## src/rtl/parking_gate_scheduler.sv

```systemverilog
// Round-robin arbiter that serializes gate entry/exit requests into the occupancy counter's single-event strobes.
// Optional macro PARKING_EXIT_PRIORITY_EN: pending exits are granted ahead of any entry.
module parking_gate_scheduler #(
  parameter int NUM_GATES        = 4,
  parameter int GATE_OPEN_CYCLES = 8
) (
  input  logic                 clk,
  input  logic                 reset,
  input  logic [NUM_GATES-1:0] req_valid,
  input  logic [NUM_GATES-1:0] req_dir,
  input  logic [NUM_GATES-1:0] req_uni,
  input  logic [9:0]           total_vacated_space,
  input  logic [9:0]           uni_vacated_space,
  output logic [NUM_GATES-1:0] req_ready,
  output logic [NUM_GATES-1:0] reject,
  output logic [NUM_GATES-1:0] gate_open,
  output logic                 car_entered,
  output logic                 is_uni_car_entered,
  output logic                 car_exited,
  output logic                 is_uni_car_exited,
  output logic                 busy
);

  localparam int PW = $clog2(NUM_GATES);
  localparam int TW = $clog2(GATE_OPEN_CYCLES + 1);

  typedef enum logic [1:0] {IDLE, OPEN, SETTLE} state_t;

  state_t               state;
  logic [PW-1:0]        rr_ptr;
  logic [TW-1:0]        timer;
  logic [NUM_GATES-1:0] cand;
  logic [NUM_GATES-1:0] win_onehot;
  logic [PW-1:0]        win;
  logic [PW-1:0]        next_ptr;
  logic [PW:0]          pos;
  logic                 found;
  logic                 accept;

  always_comb begin
    cand = req_valid;
`ifdef PARKING_EXIT_PRIORITY_EN
    if (|(req_valid & req_dir))
      cand = req_valid & req_dir;
`endif
  end

  // Search upward from rr_ptr, wrapping modulo NUM_GATES; first candidate wins.
  always_comb begin
    found = 1'b0;
    win   = '0;
    pos   = '0;
    for (int i = 0; i < NUM_GATES; i++) begin
      pos = {1'b0, rr_ptr} + (PW+1)'(i);
      if (pos >= (PW+1)'(NUM_GATES))
        pos = pos - (PW+1)'(NUM_GATES);
      if (!found && cand[pos[PW-1:0]]) begin
        found = 1'b1;
        win   = pos[PW-1:0];
      end
    end
    win_onehot      = '0;
    win_onehot[win] = 1'b1;
    next_ptr = (win == PW'(NUM_GATES - 1)) ? '0 : win + 1'b1;
  end

  // University spaces are reserved, so ordinary cars need room beyond them.
  always_comb begin
    if (req_dir[win])
      accept = 1'b1;
    else if (req_uni[win])
      accept = (uni_vacated_space != '0) && (total_vacated_space != '0);
    else
      accept = total_vacated_space > uni_vacated_space;
  end

  assign busy = (state != IDLE);

  always_ff @(posedge clk or posedge reset) begin
    if (reset) begin
      state              <= IDLE;
      rr_ptr             <= '0;
      timer              <= '0;
      req_ready          <= '0;
      reject             <= '0;
      gate_open          <= '0;
      car_entered        <= 1'b0;
      is_uni_car_entered <= 1'b0;
      car_exited         <= 1'b0;
      is_uni_car_exited  <= 1'b0;
    end else begin
      req_ready          <= '0;
      reject             <= '0;
      car_entered        <= 1'b0;
      is_uni_car_entered <= 1'b0;
      car_exited         <= 1'b0;
      is_uni_car_exited  <= 1'b0;
      case (state)
        IDLE: begin
          if (found) begin
            req_ready <= win_onehot;
            rr_ptr    <= next_ptr;
            if (accept) begin
              gate_open <= win_onehot;
              timer     <= TW'(GATE_OPEN_CYCLES - 1);
              state     <= OPEN;
              if (req_dir[win]) begin
                car_exited        <= 1'b1;
                is_uni_car_exited <= req_uni[win];
              end else begin
                car_entered        <= 1'b1;
                is_uni_car_entered <= req_uni[win];
              end
            end else begin
              // The acknowledge cycle itself does not count as the settle cycle.
              reject <= win_onehot;
              timer  <= TW'(1);
              state  <= SETTLE;
            end
          end
        end
        OPEN: begin
          if (timer == '0) begin
            gate_open <= '0;
            state     <= SETTLE;
          end else begin
            timer <= timer - 1'b1;
          end
        end
        SETTLE: begin
          if (timer == '0)
            state <= IDLE;
          else
            timer <= timer - 1'b1;
        end
        default: state <= IDLE;
      endcase
    end
  end

endmodule

```

## config.mk

```make
export PLATFORM = sky130hd
export DESIGN_NAME = parking_gate_scheduler
export DESIGN_NICKNAME = d
export VERILOG_FILES = /design/src/rtl/parking_gate_scheduler.sv
export SDC_FILE = /design/constraint.sdc
export NUM_CORES = 1
export LEC_CHECK = 0
export CAP_MARGIN = 20
export CORE_AREA = 8 8 86 88
export CTS_BUF_LIST = sky130_fd_sc_hd__clkbuf_2 sky130_fd_sc_hd__clkbuf_4 sky130_fd_sc_hd__clkbuf_8
export DETAILED_ROUTE_END_ITERATION = 12
export DIE_AREA = 0 0 94 96
export GPL_TIMING_DRIVEN = 0
export RECOVER_POWER = 100
export SLEW_MARGIN = 20
export SYNTH_ARGS = -nofsm -noshare
export SYNTH_HDL_FRONTEND = slang
export SYNTH_SLANG_ARGS = --single-unit
```

## constraint.sdc

```tcl
create_clock -name clk -period 2.4 [get_ports clk]
set_input_delay 0.72 -clock clk [delete_from_list [all_inputs] [get_ports clk]]
set_output_delay 0.72 -clock clk [all_outputs]
set_load 0.05 [all_outputs]
```

==> out/summary.txt <==
Status -> complete, but fails checks
Failing checks -> negative setup slack
Total Die Area -> 0.00902 sq mm
Post-synth cell types -> 45
PortBufs -> 50
Most frequent cells in the layout -> dfrtp_1 (24), inv_1 (20), ha_1 (16), dlygate4sd3_1 (16), dlygate4sd2_1 (13)
Worst EP required -> 2560 ps
Total wire length -> 4.75 mm
Maximum fanout along the worst path -> 5
Antenna Nets Post-Route -> 0
Commonest non-fill, non-tap cell in the layout -> dfrtp_1
Mapped Area -> 0.00175 sq mm
Row count -> 29
CTS root buffer -> clkbuf_8
CP endpoint kind -> flop
R2r worst-path depth -> 10
R2R Path Start -> rr_ptr[0]$_DFFE_PP0P_
Cts bufs inserted -> 3
PnR worst setup slack -> -163 ps
Max-slew violation count -> 0
Via count -> 1612
Critical path buffers and inverters -> 2
Total grt overflow -> 0
CP Depth -> 9
Maxcap violations -> 0
Dpl hpwl -> 3.72 mm
Syn avg cell area -> 9.24 sq um
Worst Setup Path Type -> in2reg
Pwr dens -> 1160 mW/mm^2
Vias in the first global route -> 1734
Unrepaired setup endpoints after global routing -> yes
First-pass GRT wire length -> 7.97 mm
Largest stage delay, worst path -> 540 ps
Bufs on Longest Clock Path -> 2
Fin util -> 43.0%
Worst path top cell family by delay -> compound AO/OA/AOI/OAI gates
Starting DRC count in detailed routing -> 52
Clk sinks -> 24
GP Congestion -> 0.838
Die W -> 94 um
Placed cell area -> 0.00234 sq mm
Post-synthesis sequential area ratio -> 34.4%
CP startpoint -> uni_vacated_space[1]
CTS tree -> done
# IOs -> 51
Chip height -> 96 um
Worst skew pair latency -> 270 ps
Hold Crit Class -> reg2reg
#FFs+latches synth -> 24
Critical hold path startpoint -> gate_open[1]$_DFFE_PP0P_
Post-route cell area -> 0.00262 sq mm
Crit start category -> input pin
Drt wl/cell -> 14.3 um
Vias per cell -> 4.86
Setup TNS -> -912 ps
Htree depth -> 1
Initial antenna violation count -> 0
GRT Util Overall -> 10.8%
Clock transition at path regs -> 80 ps
Final hold violation count -> 0
Clock period minus worst slack -> 2560 ps
Post-synth top area share -> 34.4%
Nets -> 308
Mapped Cells -> 189
Proportion of layout cells with a drive suffix above 1 -> 25.5%
Count of final setup violators -> 7
Clock Skews -> 2.39 ps
Largest cells by area after synthesis -> dfrtp_1 (34%), ha_1 (13%), inv_1 (4.5%)
First-pass DRT Iterations -> 4
Core region area -> 0.00610 sq mm
Cell at the slowest stage of the critical path -> or4_4
Syn Nets -> 241
Worst slew margin -> 41.3%
Actual slew at the worst max-slew pin -> 879 ps
Final period util -> 107%
Starting Density -> 28.7%
Synth Warn # -> 0
Largest area contributor in the netlist -> dfrtp_1
Worst slack at placement -> -906 ps
Hold depth -> 1
Largest net degree at the start of global routing -> 25
Fmax -> 390 MHz
Fill count -> 631
Worst EP arrival -> 2720 ps
Critical path, cell by cell -> buf_6, or4_4, o41ai_4, buf_4, a211oi_4, a211oi_2, a21oi_4, and3_1, a211o_1
Layout area overhead -> 50.0%
Leak -> 0.00126 uW
Number of diodes -> 0
# DRC -> 0
Worst vdd ir -> 0.475 mV
-- worst reg2reg max path: cells and delay by family, from the launching register on --
| family | cells | cell delay, ps |
|---|---|---|
| AOI/OAI and AO/OA | 6 | 1160 |
| and+or+nand+nor | 2 | 310 |
| DFF | 1 | 510 |
| buffers and inverters | 2 | 280 |
-- path summary, 6_finish.rpt --
path	endpoint	slack (ps)
max reg2reg	gate_open[3]$_DFFE_PP0P_	30
min in group asynchronous	timer[1]$_DFFE_PP0P_	1060
min reg2reg	gate_open[1]$_DFFE_PP0P_	510
max	gate_open[3]$_DFFE_PP0P_	-160
max in group asynchronous	timer[2]$_DFFE_PP0P_	790
min	gate_open[1]$_DFFE_PP0P_	510
-- layout make-up --
class / count / area (sq um) / share of cell area (%)
inverter: 22 / 82.6 / 3.15
clock buffer: 4 / 55.1 / 2.10
tap: 77 / 96.3 / 3.68
multi-input combinational: 139 / 1180 / 45.2
sequential: 24 / 601 / 22.9
timing repair buffer: 62 / 571 / 21.8
buffer: 4 / 30.0 / 1.15
-- timing repair --
item / in CTS / in global routing
hold buffers: 0 / 0
resized for setup: 76 / 15
endpoints found under the setup margin: 18 / 14
pin swaps: 30 / 8
setup buffers: 12 / 1
-- routing by layer --
| layer | vias up | global-route usage [%] | share of wire, % |
|---|---|---|---|
| li1 | 812 | - | - |
| met1 | 759 | 12.4 | 42 |
| met2 | 34 | 19.7 | 51 |
| met3 | 7 | 2.11 | 5.4 |
| met4 | 0 | 3.70 | 1.7 |
| met5 | - | 0 | 0 |
-- cell usage after synthesis (all sizes together) --
cell type / instances
o311ai: 1
a22o: 1
a211oi: 5
mux2: 1
or4: 2
o32a: 1
inv: 22
clkbuf: 1
o41ai: 1
o21ai: 10
o21a: 2
dfrtp: 24
a21oi: 16
nor2: 13
ha: 18
nor3b: 2
o31ai: 2
o32ai: 1
buf: 3
o211ai: 2
and2: 4
nand3: 10
nor4: 3
nand2b: 3
a21o: 2
and3: 9
nand2: 10
a211o: 2
nand4: 3
mux2i: 3
nor2b: 3
o2bb2ai: 3
o221ai: 1
nor3: 5
-- registers in the layout (all words and copies together) (netlist names) --
register            count
car_exited              1
req_ready               4
timer                   4
reject                  4
is_uni_car_entered      1
is_uni_car_exited       1
rr_ptr                  2
state                   2
gate_open               4
car_entered             1
-- through the flow --
step | cells | power (uW) | hold slack (ps)
finish | 332 | 3050 | 513
global route | 332 | 3290 | 546
detailed placement | 316 | 2480 | 502
global placement | 316 | 2450 | 502
floorplan | 189 | 1960 | 497
CTS | 331 | 3020 | 523
-- cells by family after synthesis --
| logic type | synth area share, % |
|---|---|
| buffers and inverters | 6.02 |
| adders and majority gates | 12.9 |
| DFF | 34.4 |
| and+or+nand+nor | 21.1 |
| muxes | 2.36 |
| AOI/OAI and AO/OA | 23.2 |
-- report_power, final --
part	internal, uW	switching (uW)
Sequential	564	91.8
Clock	147	132
Combinational	842	1270
Note: power is estimated with default switching activity, not from simulation.
